<file path="config.mk">
export PLATFORM = sky130hd
export DESIGN_NAME = execute
export DESIGN_NICKNAME = d
export VERILOG_FILES = /design/src/rtl/execute.sv
export SDC_FILE = /design/constraint.sdc
export NUM_CORES = 1
export LEC_CHECK = 0
export CELL_PAD_IN_SITES_DETAIL_PLACEMENT = 1
export CELL_PAD_IN_SITES_GLOBAL_PLACEMENT = 1
export CORE_MARGIN = 2
export CORE_UTILIZATION = 43
export CTS_BUF_LIST = sky130_fd_sc_hd__clkbuf_8
export DETAILED_ROUTE_END_ITERATION = 7
export PLACE_DENSITY = 0.95
export SYNTH_ARGS = -nofsm -noshare
export SYNTH_HDL_FRONTEND = slang
export SYNTH_SLANG_ARGS = --single-unit
</file>
<file path="constraint.sdc">
create_clock -name clk_i -period 2.5 [get_ports clk_i]
set_input_delay 0.75 -clock clk_i [delete_from_list [all_inputs] [get_ports clk_i]]
set_output_delay 0.75 -clock clk_i [all_outputs]
set_load 0.005 [all_outputs]
</file>
<file path="src/rtl/execute.sv">
// Execute stage of the ECAP5-DPROC pipeline (RV32I, XLEN=32).
// Accepts one decoded instruction per valid/ready handshake, computes the ALU
// result and the branch decision/target, and registers everything toward the
// load-store stage with a single pipeline register (latency 1).
// Optional feature macro: EXECUTE_MISALIGN_CHECK_EN -- when defined, a taken
// branch whose target is not word aligned raises misaligned_o instead of
// branch_o and drops the instruction's register write.
module execute (
  input  logic        clk_i,
  input  logic        rst_i,
  output logic        input_ready_o,
  input  logic        input_valid_i,
  input  logic [31:0] pc_i,
  input  logic [31:0] alu_operand1_i,
  input  logic [31:0] alu_operand2_i,
  input  logic [2:0]  alu_op_i,
  input  logic        alu_sub_i,
  input  logic        alu_shift_left_i,
  input  logic        alu_signed_shift_i,
  input  logic [2:0]  branch_cond_i,
  input  logic [19:0] branch_offset_i,
  input  logic        reg_write_i,
  input  logic [4:0]  reg_addr_i,
  input  logic        ls_enable_i,
  input  logic        ls_write_i,
  input  logic [31:0] ls_write_data_i,
  input  logic [3:0]  ls_sel_i,
  input  logic        ls_unsigned_load_i,
  input  logic        output_ready_i,
  output logic        output_valid_o,
  output logic [31:0] result_o,
  output logic        reg_write_o,
  output logic [4:0]  reg_addr_o,
  output logic        ls_enable_o,
  output logic        ls_write_o,
  output logic [31:0] ls_write_data_o,
  output logic [3:0]  ls_sel_o,
  output logic        ls_unsigned_load_o,
  output logic        branch_o,
  output logic [31:0] branch_target_o,
  output logic        misaligned_o
);

  typedef enum logic [2:0] {
    COND_NONE = 3'b000,
    COND_EQ   = 3'b001,
    COND_NE   = 3'b010,
    COND_LT   = 3'b011,
    COND_GE   = 3'b100,
    COND_LTU  = 3'b101,
    COND_GEU  = 3'b110,
    COND_ALL  = 3'b111
  } cond_e;

  // Fields that travel untouched (apart from the misalign write kill) to load-store.
  typedef struct packed {
    logic        reg_write;
    logic [4:0]  reg_addr;
    logic        ls_enable;
    logic        ls_write;
    logic [31:0] ls_write_data;
    logic [3:0]  ls_sel;
    logic        ls_unsigned_load;
  } pass_t;

  logic        output_valid_q, output_valid_d;
  logic        branch_q, branch_d;
  logic        misaligned_q, misaligned_d;
  logic [31:0] result_q;
  logic [31:0] branch_target_q;
  pass_t       pass_q, pass_d;

  logic        accept;
  logic [4:0]  shamt;
  logic [31:0] alu_result;
  logic        taken;
  logic [31:0] target;
  logic        target_misaligned;

  // The stage frees up when empty or when its current output drains this cycle.
  assign input_ready_o = !output_valid_q || output_ready_i;
  assign accept        = input_valid_i && input_ready_o;
  assign shamt         = alu_operand2_i[4:0];

  // ALU: the result is a pure function of the current decode inputs.
  always_comb begin
    // NOTE: assign a default before the case so every path drives alu_result
    // and no latch is inferred.
    alu_result = 32'd0;
    unique case (alu_op_i)
      3'b000: alu_result = alu_sub_i ? alu_operand1_i - alu_operand2_i
                                     : alu_operand1_i + alu_operand2_i;
      3'b001, 3'b101: begin
        if (alu_shift_left_i)        alu_result = alu_operand1_i << shamt;
        else if (alu_signed_shift_i) alu_result = $signed(alu_operand1_i) >>> shamt;
        else                         alu_result = alu_operand1_i >> shamt;
      end
      3'b010: alu_result = {31'd0, $signed(alu_operand1_i) < $signed(alu_operand2_i)};
      3'b011: alu_result = {31'd0, alu_operand1_i < alu_operand2_i};
      3'b100: alu_result = alu_operand1_i ^ alu_operand2_i;
      3'b110: alu_result = alu_operand1_i | alu_operand2_i;
      3'b111: alu_result = alu_operand1_i & alu_operand2_i;
      default: alu_result = 32'd0;
    endcase
  end

  // Branch decision from the operand comparison selected by the condition code.
  always_comb begin
    taken = 1'b0;
    unique case (cond_e'(branch_cond_i))
      COND_NONE: taken = 1'b0;
      COND_EQ:   taken = alu_operand1_i == alu_operand2_i;
      COND_NE:   taken = alu_operand1_i != alu_operand2_i;
      COND_LT:   taken = $signed(alu_operand1_i) < $signed(alu_operand2_i);
      COND_GE:   taken = $signed(alu_operand1_i) >= $signed(alu_operand2_i);
      COND_LTU:  taken = alu_operand1_i < alu_operand2_i;
      COND_GEU:  taken = alu_operand1_i >= alu_operand2_i;
      COND_ALL:  taken = 1'b1;
      default:   taken = 1'b0;
    endcase
  end

  // Offset is in halfwords; sign-extend the 21-bit byte offset and wrap mod 2^32.
  assign target = pc_i + {{11{branch_offset_i[19]}}, branch_offset_i, 1'b0};

`ifdef EXECUTE_MISALIGN_CHECK_EN
  assign target_misaligned = target[1:0] != 2'b00;
`else
  assign target_misaligned = 1'b0;
`endif

  // Next-state for the handshake and the single-cycle redirect pulses.
  always_comb begin
    output_valid_d = output_valid_q;
    if (accept)              output_valid_d = 1'b1;
    else if (output_ready_i) output_valid_d = 1'b0;
    // Pulses only follow an accept, so a stall never repeats them.
    branch_d     = accept && taken && !target_misaligned;
    misaligned_d = accept && taken && target_misaligned;
    pass_d = '{reg_write:        reg_write_i && !(taken && target_misaligned),
               reg_addr:         reg_addr_i,
               ls_enable:        ls_enable_i,
               ls_write:         ls_write_i,
               ls_write_data:    ls_write_data_i,
               ls_sel:           ls_sel_i,
               ls_unsigned_load: ls_unsigned_load_i};
  end

  // Pipeline register: data loads only on accept, target only on a taken branch.
  always_ff @(posedge clk_i or negedge rst_i) begin
    if (!rst_i) begin
      output_valid_q  <= 1'b0;
      branch_q        <= 1'b0;
      misaligned_q    <= 1'b0;
      result_q        <= 32'd0;
      branch_target_q <= 32'd0;
      pass_q          <= '0;
    end else begin
      // NOTE: non-blocking assignments so every register samples pre-edge values.
      output_valid_q <= output_valid_d;
      branch_q       <= branch_d;
      misaligned_q   <= misaligned_d;
      if (accept) begin
        result_q <= alu_result;
        pass_q   <= pass_d;
        if (taken) branch_target_q <= target;
      end
    end
  end

  assign output_valid_o     = output_valid_q;
  assign result_o           = result_q;
  assign reg_write_o        = pass_q.reg_write;
  assign reg_addr_o         = pass_q.reg_addr;
  assign ls_enable_o        = pass_q.ls_enable;
  assign ls_write_o         = pass_q.ls_write;
  assign ls_write_data_o    = pass_q.ls_write_data;
  assign ls_sel_o           = pass_q.ls_sel;
  assign ls_unsigned_load_o = pass_q.ls_unsigned_load;
  assign branch_o           = branch_q;
  assign branch_target_o    = branch_target_q;
  assign misaligned_o       = misaligned_q;

endmodule

</file>
==> summary.md, run 1 <==
| Metric | Value |
|---|---|
| Outcome | aborted with a tool error |
| Failed at | clock tree synthesis |
| Error | [ERROR DPL-0033] detailed placement checks failed during check placement. |
| Synth Cell Area | 0.0142 mm^2 |
| DP Area | 0.0210 mm^2 |
| Hold-fix buffers, CTS | 0 |
| Die height | 186 um |
| Starting density of the core | 0.436 |
| Num CTS Buffers | 9 |
| Die Wd | 186 um |
| Synth Register Bits | 111 |
| Number of I/O port buffers | 285 |
| Mean Syn Cell Area | 7.87 um^2 |
| Post-synth EDFFs | 0 |
| Resized cells post-CTS | 683 |
| Post-synthesis sequential area ratio | 0.196 |
| Syn Inst Count | 1803 |
| Gpl congestion | 1.10 |
| Post-CTS setup buffer count | 94 |
| Root Buffer | clkbuf_8 |
| Inst Count DP | 2891 |
| DP HPWL | 75700 um |
| I/O Pins | 287 |
| Top_reg_cell synth | dfrtp_1 |
| Htree depth | 3 |
| Sink Count | 111 |
| Clk buf depth | 2 |
| Mapped Nets | 2107 |
| YS warnings | 0 |
| Post-synthesis cell type count | 80 |
| Std-Cell Rows | 66 |
| Share of synthesized registers carrying an async set or reset | 1.00 |
==> kinds of logic after synthesis <==
logic type | synth area share
compound gates | 0.242
simple gates | 0.182
fa+ha+maj | 0.116
buf+inv | 0.0652
xor+xnor | 0.0290
mux | 0.169
other cells | 0.000264
flops | 0.196
==> Yosys cell counts (11+ instances only) <==
| cell type | instances | share of area |
|---|---|---|
| xnor2_1 | 38 | 0.023 |
| mux4_2 | 64 | 0.10 |
| nor2_1 | 198 | 0.052 |
| a221oi_1 | 20 | 0.012 |
| mux2i_1 | 43 | 0.030 |
| nand2b_1 | 20 | 0.0088 |
| nand2_1 | 252 | 0.067 |
| a31oi_1 | 19 | 0.0084 |
| clkbuf_1 | 93 | 0.025 |
| a21oi_1 | 135 | 0.048 |
| nand3_1 | 19 | 0.0067 |
| o31ai_1 | 14 | 0.0074 |
| a211oi_1 | 30 | 0.016 |
| dfrtp_1 | 111 | 0.20 |
| a21o_1 | 25 | 0.013 |
| buf_1 | 17 | 0.0045 |
| mux2_4 | 28 | 0.030 |
| inv_1 | 104 | 0.028 |
| o211ai_1 | 20 | 0.011 |
| o21ai_0 | 142 | 0.050 |
| o21a_1 | 14 | 0.0074 |
| o21bai_1 | 17 | 0.0090 |
| nand4_1 | 11 | 0.0048 |
| nor3_1 | 43 | 0.015 |
| ha_1 | 127 | 0.11 |
| o22ai_1 | 18 | 0.0079 |
==> metrics by stage <==
step | setup WS, ns | TNS (ns)
detailed placement | -2.29 | -129.06
global placement | -2.01 | -109.64
floorplan | -1.66 | -71.37
==> run 2, diff against run 1 <==
==> config.mk (replaced) <==
export PLATFORM = sky130hd
export DESIGN_NAME = execute
export DESIGN_NICKNAME = d
export VERILOG_FILES = /design/src/rtl/execute.sv
export SDC_FILE = /design/constraint.sdc
export NUM_CORES = 1
export LEC_CHECK = 0
export CORE_MARGIN = 2
export CORE_UTILIZATION = 30
export DETAILED_ROUTE_END_ITERATION = 7
export PLACE_DENSITY_LB_ADDON = 0.15
export SYNTH_ARGS = -nofsm -noshare
export SYNTH_HDL_FRONTEND = slang
export SYNTH_SLANG_ARGS = --single-unit
==> run 2 against run 1 <==
  * The flow now finishes, with violations (DRC, setup timing)
  * Synthesized area did not move
  * Synthesized cell count did not move
==> summary.md, run 2 <==
| Metric | Value |
|---|---|
| Outcome | finished, violations left |
| Failing checks | DRC, setup timing |
| I/O Pins | 287 |
| Leakage power | 11.0 nW |
| RSZ-0062 raised after global routing | true |
| Net Sw Frac | 0.381 |
| Max-slew violation count | 0 |
| Post-layout minimum cycle time | 3.69 ns |
| Switching Power | 3.89 mW |
| GRT Overall Usage | 0.275 |
| Root Buffer | clkbuf_16 |
| Hold-fix buffers, CTS | 0 |
| Antenna violations before repair | 1 |
| Initial drt markers | 1395 |
| Synth Register Bits | 111 |
| Top_reg_cell synth | dfrtp_1 |
| Synth Cell Area | 0.0142 mm^2 |
| Share of the cycle needed by the critical path after routing | 1.47 |
| Endpoints failing setup | 65 |
| VDD IR max | 327 uV |
| DP Area | 0.0215 mm^2 |
| Drt total wl | 69700 um |
| Worst-margin pin slew | 0.895 ns |
| Num CTS Buffers | 9 |
| Antenna Nets Post-Route | 0 |
| Crit path max fanout | 5 |
| TritonCTS clock tree | built |
| Worst reg-to-reg setup slack | 0.70 ns |
| Die Wd | 221 um |
| Power Total | 10.2 mW |
| Vias in the first global route | 17400 |
| Avg WL per Cell | 21.8 um |
| Die area | 0.0491 mm^2 |
| Remaining routing DRC violations | 24 |
| Htree depth | 3 |
| YS warnings | 0 |
| Clk buf depth | 2 |
| Final Instance Count excl. Fillers | 3204 |
| Yosys top cell by area | dfrtp_1 |
| Pwr dens | 412 mW/mm^2 |
| Post-synth EDFFs | 0 |
| Most common cell after layout, fill and taps aside | buf_4 |
| Max-Slew Margin vs Limit | 0.403 |
| Hold/Removal Path Class | in2async |
| Remaining Overflow, GRT | 0 |
| Area Growth Syn to Fin | 74.6% |
| Comb pwr share | 0.612 |
| Final Worst Setup Slack | -1.19 ns |
| WP data arrival | 3.96 ns |
| First-pass GRT wire length | 105000 um |
| Fmax | 271 MHz |
| Syn Inst Count | 1803 |
| Starting density of the core | 0.304 |
| Drt pass-1 iters | 8 |
| Mean Syn Cell Area | 7.87 um^2 |
| Die height | 221 um |
| Worst Skew | 0.0142 ns |
| Number of I/O port buffers | 285 |
| Post-synthesis cell type count | 80 |
| Reg power frac | 0.240 |
| Top-area cell type share of the netlist area | 0.196 |
| Crit path kind | in2reg |
| CP Launch Type | input pin |
| Util after Layout | 0.531 |
| Via count | 17400 |
| Mapped Nets | 2107 |
| Post-synthesis sequential area ratio | 0.196 |
| Fillers | 4429 |
| Final instance area | 0.0248 mm^2 |
| Area contributors post-synth | dfrtp_1, ha_1, mux4_2 |
| Most common cell in the synthesized netlist | nand2_1 |
| Share of synthesized registers carrying an async set or reset | 1.00 |
| CP required | 2.77 ns |
| Vias/cell | 5.42 |
| DP HPWL | 53300 um |
| Final Hold Fails | 0 |
| Clock-pin slew on the worst setup and hold paths | 0.08 ns |
| Final-stage net count | 2895 |
| Gpl congestion | 0.961 |
| Post-synth top cells | nand2_1, nor2_1, o21ai_0, a21oi_1, ha_1 |
| Sink Count | 111 |
| Setup_tns | -55.86 ns |
| Type of destination of the critical path | register |
| Fin Hold WS | 0.344 ns |
| Std-Cell Rows | 79 |
| Largest net degree at the start of global routing | 71 |
| Inst Count DP | 3083 |
| Place WS | -2.12 ns |
| Area of the core | 0.0467 mm^2 |
| Commonest cells after routing, fill and taps aside | buf_4, nand2_1, clkdlybuf4s50_1 |
| Worst skew pair latency | 0.39 ns |
| Clock share of power | 0.148 |
| Max-Cap Viols | 0 |
| Internal power | 6.32 mW |
| Layout cells sized above 1 | 0.419 |
-- run 2: final cells by class --
class / instances / area [um^2] / area share
Multi-Input combinational cell: 1458 / 12400 / 0.499
Timing Repair Buffer: 902 / 8110 / 0.328
Sequential cell: 111 / 2780 / 0.112
Tap cell: 607 / 759 / 0.0307
Inverter: 109 / 457 / 0.0184
Clock buffer: 9 / 225 / 0.00909
Clock inverter: 7 / 77.6 / 0.00313
Antenna cell: 1 / 2.50 / 0.000101
-- run 2: logic make-up after synthesis --
group                      after synthesis  synth area share
other                                    1          0.000264
xor gates and xnor gates                47            0.0290
adders and majority gates              130             0.116
buffers and inverters                  234            0.0652
muxes                                  145             0.169
DFF                                    111             0.196
and+or+nand+nor                        600             0.182
AOI/OAI and AO/OA                      535             0.242
-- run 2: path summary, 6_finish.rpt --
kind                                            startpoint                         endpoint  cells after the start
max reg2reg                     output_valid_o$_DFFE_PN0P_         result_o[28]$_DFFE_PN0P_                      9
max                                      alu_operand2_i[5]  branch_target_o[31]$_DFFE_PN0P_                     15
min reg2reg                ls_write_data_o[24]$_DFFE_PN0P_  ls_write_data_o[24]$_DFFE_PN0P_                      2
min                                                  rst_i  branch_target_o[29]$_DFFE_PN0P_                      2
min in group clk_i         ls_write_data_o[24]$_DFFE_PN0P_  ls_write_data_o[24]$_DFFE_PN0P_                      2
max in group asynchronous                            rst_i  ls_write_data_o[24]$_DFFE_PN0P_                      2
-- run 2: critical path, cell delays in order --
cell       delay [ns]
buf_8            0.08
inv_6            0.04
ha_4             0.25
or3b_4           0.38
a31oi_4          0.19
a21oi_4          0.06
a211o_4          0.39
a21oi_4          0.22
o21a_4           0.17
mux2i_2          0.24
mux2_4           0.33
nor4_4           0.14
buf_6            0.22
clkbuf_16        0.19
mux2_4           0.30
-- run 2: repair_timing --
action	CTS	global route
resized for setup	472	192
endpoints found under the setup margin	66	65
buffers inserted	46	63
pin swaps	126	131
cloned	9	2
-- run 2: layer usage --
metal	part of all wire	vias up	track usage
li1	-	8108	-
met1	0.41	8411	0.343
met2	0.48	695	0.471
met3	0.058	149	0.0329
met4	0.054	0	0.135
met5	0	-	0
-- run 2: power groups by stage --
stage | Sequential (mW) | Clock, mW | Combinational [mW]
4_1_cts | 2.46 | 1.58 | 5.85
6_report | 2.45 | 1.51 | 6.24
3_3_place_gp | 2.48 | 0 | 5.30
5_1_grt | 2.51 | 1.64 | 6.63
2_1_floorplan | 2.47 | 0 | 2.40
3_5_place_dp | 2.49 | 0 | 5.33
(Power assumes the default switching activity.)
